$ cat config.mk
export PLATFORM = sky130hd
export DESIGN_NAME = vga_timing_gen
export DESIGN_NICKNAME = d
export VERILOG_FILES = /design/src/rtl/vga_timing_gen.sv
export SDC_FILE = /design/constraint.sdc
export NUM_CORES = 1
export LEC_CHECK = 0
export BUFFER_PORTS_ARGS = -buffer_cell sky130_fd_sc_hd__buf_2
export CORE_MARGIN = 5
export CORE_UTILIZATION = 40
export CTS_BUF_LIST = sky130_fd_sc_hd__clkbuf_8
export DETAILED_ROUTE_END_ITERATION = 8
export GPL_ROUTABILITY_DRIVEN = 0
export GPL_TIMING_DRIVEN = 1
export MAX_ROUTING_LAYER = met4
export PLACE_DENSITY_LB_ADDON = 0.12
export SETUP_SLACK_MARGIN = 0.02
export SKIP_CTS_REPAIR_TIMING = 1
export SYNTH_ARGS = -nofsm -noshare
export SYNTH_HDL_FRONTEND = slang
export SYNTH_SLANG_ARGS = --single-unit
$ cat constraint.sdc
create_clock -name clk -period 7 [get_ports clk]
set_clock_uncertainty 0.15 [all_clocks]
set_input_delay 0.7 -clock clk [delete_from_list [all_inputs] [get_ports clk]]
set_output_delay 0.7 -clock clk [all_outputs]
set_load 0.01 [all_outputs]
$ cat src/rtl/vga_timing_gen.sv
// Parametrised VGA timing generator with selectable test patterns.
// Every output is registered, so the pins show the counter state one cycle late.
module vga_timing_gen #(
    parameter int H_VISIBLE = 640,
    parameter int H_FRONT   = 16,
    parameter int H_SYNC    = 96,
    parameter int H_BACK    = 48,
    parameter int V_VISIBLE = 480,
    parameter int V_FRONT   = 10,
    parameter int V_SYNC    = 2,
    parameter int V_BACK    = 33,
    parameter bit HS_POL    = 1'b0,
    parameter bit VS_POL    = 1'b0
) (
    input  logic        clk,
    input  logic        rst,
    input  logic [1:0]  mode,
    output logic [3:0]  r,
    output logic [3:0]  g,
    output logic [3:0]  b,
    output logic        hs,
    output logic        vs,
    output logic        de,
    output logic [10:0] x,
    output logic [10:0] y,
    output logic        frame_start,
    output logic [7:0]  frame
);

    localparam int H_TOTAL = H_VISIBLE + H_FRONT + H_SYNC + H_BACK;
    localparam int V_TOTAL = V_VISIBLE + V_FRONT + V_SYNC + V_BACK;
    localparam int BAR_W   = H_VISIBLE / 8;

    localparam logic [10:0] H_LAST   = 11'(H_TOTAL - 1);
    localparam logic [10:0] V_LAST   = 11'(V_TOTAL - 1);
    localparam logic [10:0] BAR_LAST = 11'(BAR_W - 1);

    // 12-bit thresholds so a sync window ending exactly at 2048 still compares correctly
    localparam logic [11:0] H_VIS    = 12'(H_VISIBLE);
    localparam logic [11:0] HS_BEGIN = 12'(H_VISIBLE + H_FRONT);
    localparam logic [11:0] HS_END   = 12'(H_VISIBLE + H_FRONT + H_SYNC);
    localparam logic [11:0] V_VIS    = 12'(V_VISIBLE);
    localparam logic [11:0] VS_BEGIN = 12'(V_VISIBLE + V_FRONT);
    localparam logic [11:0] VS_END   = 12'(V_VISIBLE + V_FRONT + V_SYNC);

    logic [10:0] hc;
    logic [10:0] vc;
    logic [7:0]  frame_cnt;
    logic [1:0]  mode_q;
    logic [2:0]  bar_idx;
    logic [10:0] bar_px;

    logic        hc_wrap;
    logic        vc_wrap;
    logic        origin;
    logic [1:0]  mode_eff;
    logic        de_n;
    logic        hs_n;
    logic        vs_n;
    logic [3:0]  r_n;
    logic [3:0]  g_n;
    logic [3:0]  b_n;

    assign hc_wrap = (hc == H_LAST);
    assign vc_wrap = (vc == V_LAST);
    assign origin  = (hc == 11'd0) && (vc == 11'd0);

    always_ff @(posedge clk or posedge rst) begin
        if (rst) begin
            hc        <= '0;
            vc        <= '0;
            frame_cnt <= '0;
            mode_q    <= '0;
            bar_idx   <= '0;
            bar_px    <= '0;
        end else begin
            hc <= hc_wrap ? 11'd0 : hc + 11'd1;
            if (hc_wrap) begin
                vc <= vc_wrap ? 11'd0 : vc + 11'd1;
            end
            if (hc_wrap && vc_wrap) begin
                frame_cnt <= frame_cnt + 8'd1;
            end
            if (origin) begin
                mode_q <= mode;
            end
            // Bar position tracks hc by counting pixels within each bar instead of dividing
            if (hc_wrap) begin
                bar_idx <= '0;
                bar_px  <= '0;
            end else if (bar_px == BAR_LAST) begin
                bar_idx <= bar_idx + 3'd1;
                bar_px  <= '0;
            end else begin
                bar_px  <= bar_px + 11'd1;
            end
        end
    end

    always_comb begin
        // At the origin the new mode is used directly, since mode_q only captures it on this edge
        mode_eff = origin ? mode : mode_q;
        de_n     = ({1'b0, hc} < H_VIS) && ({1'b0, vc} < V_VIS);
        hs_n     = (({1'b0, hc} >= HS_BEGIN) && ({1'b0, hc} < HS_END)) ? HS_POL : ~HS_POL;
        vs_n     = (({1'b0, vc} >= VS_BEGIN) && ({1'b0, vc} < VS_END)) ? VS_POL : ~VS_POL;
        r_n      = 4'h0;
        g_n      = 4'h0;
        b_n      = 4'h0;
        if (de_n) begin
            case (mode_eff)
                2'd0: begin
                    r_n = 4'hF;
                    g_n = 4'hF;
                    b_n = 4'hF;
                end
                2'd1: begin
                    r_n = {4{bar_idx[2]}};
                    g_n = {4{bar_idx[1]}};
                    b_n = {4{bar_idx[0]}};
                end
                2'd2: begin
                    r_n = {4{hc[5] ^ vc[5]}};
                    g_n = {4{hc[5] ^ vc[5]}};
                    b_n = {4{hc[5] ^ vc[5]}};
                end
                default: begin
                    r_n = hc[7:4];
                    g_n = vc[7:4];
                    b_n = frame_cnt[5:2];
                end
            endcase
        end
    end

    always_ff @(posedge clk or posedge rst) begin
        if (rst) begin
            hs          <= ~HS_POL;
            vs          <= ~VS_POL;
            de          <= 1'b0;
            r           <= '0;
            g           <= '0;
            b           <= '0;
            x           <= '0;
            y           <= '0;
            frame_start <= 1'b0;
            frame       <= '0;
        end else begin
            hs          <= hs_n;
            vs          <= vs_n;
            de          <= de_n;
            r           <= r_n;
            g           <= g_n;
            b           <= b_n;
            x           <= hc;
            y           <= vc;
            frame_start <= origin;
            frame       <= frame_cnt;
        end
    end

endmodule

==> results summary <==
The post-synth design cell area came out at 0.00373 mm^2. The hold violation total from the final report is 0. The overall via count from detail_route came out at 2,485.

The endpoint identified for the worst register-to-register timing path is frame_cnt[7]. For the pin with the worst max-slew slack, the measured transition is approximately 0.70 ns. The maximum number of pins on one net before global-route repair came out at 51.

The number of levels the H-tree was split into is 3. Power spread over the standard cell area amounts to between 200 and 250 mW/mm^2. The maximum ir drop on the vdd rail is around 0.084 mV. In the synthesized netlist the dominant register cell turns out to be dfrtp_1.

The filler cell count in the final layout came out at about 840. The number of iterations in the first detailed-routing pass is 4. The die span in y came out at roughly 110 um. The cell depth of the worst hold path came out at 0.

In this run the remaining antenna-violating nets after routing total 0. The remaining global-route overflow came out at 0. TritonCTS built the clock tree.

The number of synthesized register bits came out at 92. The run finished with clean final reports. Subtracting the final worst setup slack from the clock period gives roughly 2.6 ns. A synthesized cell averages about 12 um^2.

The worst register-to-register path has a depth of 6. The signal arrival time at the worst endpoint is 2.74 ns. In the final routed layout, each cell accounts on average for between 10 and 15 um. The leakage power came out at 2.05 nW.

Compared with the post-synthesis result, the final layout area differs by 14.0%. The count of endpoints failing setup in the final report came out at 0. The cell type group with the largest total delay on the critical path is simple AND/OR/NAND/NOR gates.

The maximum buffer depth of the clock tree is 2. For this run, the total global-route usage over all layers was measured as 14.3%. The region available for standard cell placement spans around 0.0092 mm^2. Prior to clock tree synthesis, the placed netlist has a worst setup slack of ~4.4 ns. Counting every instance in the synthesized netlist gives 322. For this run, asynchronously set or reset flops after synthesis account for between 90% and 100%. The net count of the mapped netlist is about 330. The die extent in x came out at between 100 and 150 um. The classification of the worst setup path is flop to flop. The final routed DRC violation total came out at 0. The number of global-route vias before repair is around 2,500. The DRC violation total after the first TritonRoute iteration came out at just under 90.

The register-to-register setup slack came out at 4.36 ns. The final critical path takes up 37.7% of the cycle. Summing all multi-input logic gate instances after layout gives 0.00130 mm^2. In the routed layout, each cell is associated on average with a via count of slightly above 5. The highest attainable clock frequency came out at approximately 0.38 GHz. The TritonCTS buffer count is 9. The clock net sink count is slightly above 90.

STA classifies the critical path startpoint as a flop. The total count of max-transition violations in the final report came out at 0. The clock root buffer master is clkbuf_8. The number of synthesis warnings is 0. The initial antenna violation count is 0.

The number of buffers and inverters on the critical path is 0. The post-layout net count is ~380. The critical path depth in cells came out at 6. Once the floorplan was initialized, standard cells occupied about two fifths of the core. The path type of the worst min-delay path is flop to flop. The worst setup path is captured at a flop. The last element of the critical path is frame_cnt[7].

For this run, the register share of the synthesized area comes to approximately three fifths. In this run the critical register-to-register path is launched from hc[0]. Headroom to the max-slew limit came out at 53.1%.

Cells with a size suffix above 1 make up between 20% and 30% of the layout. The area of the die is about 0.011 mm^2. The site row count came out at 35. The largest stage delay on the critical path is approximately 0.61 ns. The total I/O pin count came out at 50. The port buffer count came out at about 50. The final wirelength came out at between 7000 and 8000 um. The max-capacitance violation count came out at 0. The setup TNS came out at 0 ns. 0 antenna diodes ended up in the layout. The global-route wire length before repair came out at ~13,000 um.

The source of the critical timing path is hc[0]. Along the worst path, the maximum fanout reaches 14. The wire-length estimate of the detail-placed layout is approximately 5100 um. Setup repair after global routing left no endpoint under its margin. The netlist uses 45 different library cells.

The latest clock arrival within the worst-skew pair is 0.35 ns. The final worst slack is 4.36 ns. STA puts the critical path data required time at 7.10 ns. The clock-pin transition on the worst setup and hold timing paths came out at approximately 0.1 ns. The footprint of the flip-flops and latches came out at roughly 0.0023 mm^2. The signal on the critical path passes through ha_1, and3_1, nand4_1, nor4_1, nand3_1, xnor2_1. On the critical path, the stage with the largest delay is an instance of nor4_1. The number of flops mapped to enable cells by yosys is 0.
[state kept, by name, indices dropped and copies added, names as in the netlist]
| name | cells |
|---|---|
| bar_px | 11 |
| vc | 11 |
| vs | 1 |
| hs | 1 |
| y | 11 |
| frame_start | 1 |
| r | 4 |
| hc | 11 |
| frame_cnt | 8 |
| x | 11 |
| frame | 8 |
| bar_idx | 3 |
| b | 4 |
| g | 4 |
| de | 1 |
| mode_q | 2 |
[worst min path at each step]
stage / from / to / slack, ns
floorplan: hc[4] / x[4] / 0.20
global placement: hc[1] / x[1] / 0.26
detailed placement: frame_cnt[7] / frame[7] / 0.25
CTS: frame_cnt[7] / frame[7] / 0.27
global route: frame_cnt[7] / frame[7] / 0.29
finish: frame_cnt[7] / frame[7] / 0.26
[synth_stat cells (2+ instances only)]
| library cell | number | area, um^2 |
|---|---|---|
| dfrtp_1 | 90 | 2250 |
| nor2_1 | 28 | 105 |
| nand3_1 | 26 | 130 |
| o21ai_0 | 18 | 90.1 |
| inv_1 | 16 | 60.1 |
| nand2_1 | 16 | 60.1 |
| xnor2_1 | 16 | 140 |
| xor2_1 | 16 | 140 |
| a31oi_1 | 10 | 62.6 |
| ha_1 | 7 | 87.6 |
| nor3_1 | 7 | 35.0 |
| a21oi_1 | 6 | 30.0 |
| and3_1 | 6 | 37.5 |
| nand4_1 | 6 | 37.5 |
| buf_2 | 5 | 25.0 |
| clkbuf_1 | 5 | 18.8 |
| nor4_1 | 5 | 31.3 |
| and4_1 | 3 | 26.3 |
| a21o_1 | 2 | 15.0 |
| and2_1 | 2 | 12.5 |
| and3_2 | 2 | 15.0 |
| dfstp_2 | 2 | 52.6 |
| nand2b_1 | 2 | 12.5 |
| nor2b_1 | 2 | 12.5 |
| nor4b_1 | 2 | 17.5 |
| o31ai_1 | 2 | 15.0 |
| or3_1 | 2 | 12.5 |
[metrics by stage]
stage | instances | instance area [um^2] | hold slack [ns] | total power, mW | utilization [%]
3_5_place_dp | 471 | 4060 | 0.248 | 0.573 | 44.3
6_report | 487 | 4250 | 0.264 | 0.902 | 46.4
5_1_grt | 487 | 4250 | 0.286 | 0.947 | 46.4
3_3_place_gp | 471 | 4060 | 0.257 | 0.572 | 44.3
2_1_floorplan | 322 | 3730 | 0.199 | 0.563 | -
4_1_cts | 487 | 4250 | 0.272 | 0.922 | 46.4
[cell families (layout without fill, tap and decap cells)]
logic type	after synthesis	count (layout)	share of synthesized area [%]
AO/OA/AOI/OAI	45	45	7.62
multiplexers	2	2	0.571
flip-flops	92	92	61.8
adder cells (fa/ha/maj)	7	7	2.35
buffers and inverters	28	82	3.29
AND/OR/NAND/NOR	116	116	16.8
XOR/XNOR	32	32	7.52
[cells in the final DEF, fill, tap and decap left out, types with 2 or more instances in the layout]
cell type	synthesis	layout
or3_1	2	2
nor3_1	7	7
nor4_1	5	5
nand2_1	16	16
a31oi_1	10	10
clkbuf_8	0	9
a21o_1	2	2
o31ai_1	2	2
xnor2_1	16	16
and3_1	6	6
inv_8	0	3
and3_2	2	2
dfrtp_1	90	90
and2_1	2	2
nor2b_1	2	2
a21oi_1	6	6
buf_2	5	49
inv_6	0	2
xor2_1	16	16
inv_1	16	15
nor2_1	28	28
ha_1	7	7
clkinvlp_4	0	2
dfstp_2	2	2
nor4b_1	2	2
nand4_1	6	6
nand2b_1	2	2
nand3_1	26	26
o21ai_0	18	18
and4_1	3	3
[routing by layer]
layer	global-route usage, %	up-vias	wire length [um]
li1	-	1216	-
met1	20.5	1218	3640
met2	20.3	43	3230
met3	3.16	8	302
met4	4.66	0	87
met5	-	-	0
[where the power goes]
| group | switching [mW] | total [mW] | internal, mW |
|---|---|---|---|
| registers | 0.00137 | 0.537 | 0.535 |
| clock network | 0.202 | 0.341 | 0.139 |
| logic | 0.0179 | 0.0242 | 0.00632 |
[area by class of cell]
cell class	instances	area share, %
repair buffers	50	5.95
well taps	111	3.27
multi-input cells	202	30.6
inverters	16	1.44
clock inverters	7	1.56
flip-flops and latches	92	54.3
clock buffers	9	2.92
No activity file was read; power rests on OpenSTA's default activity.
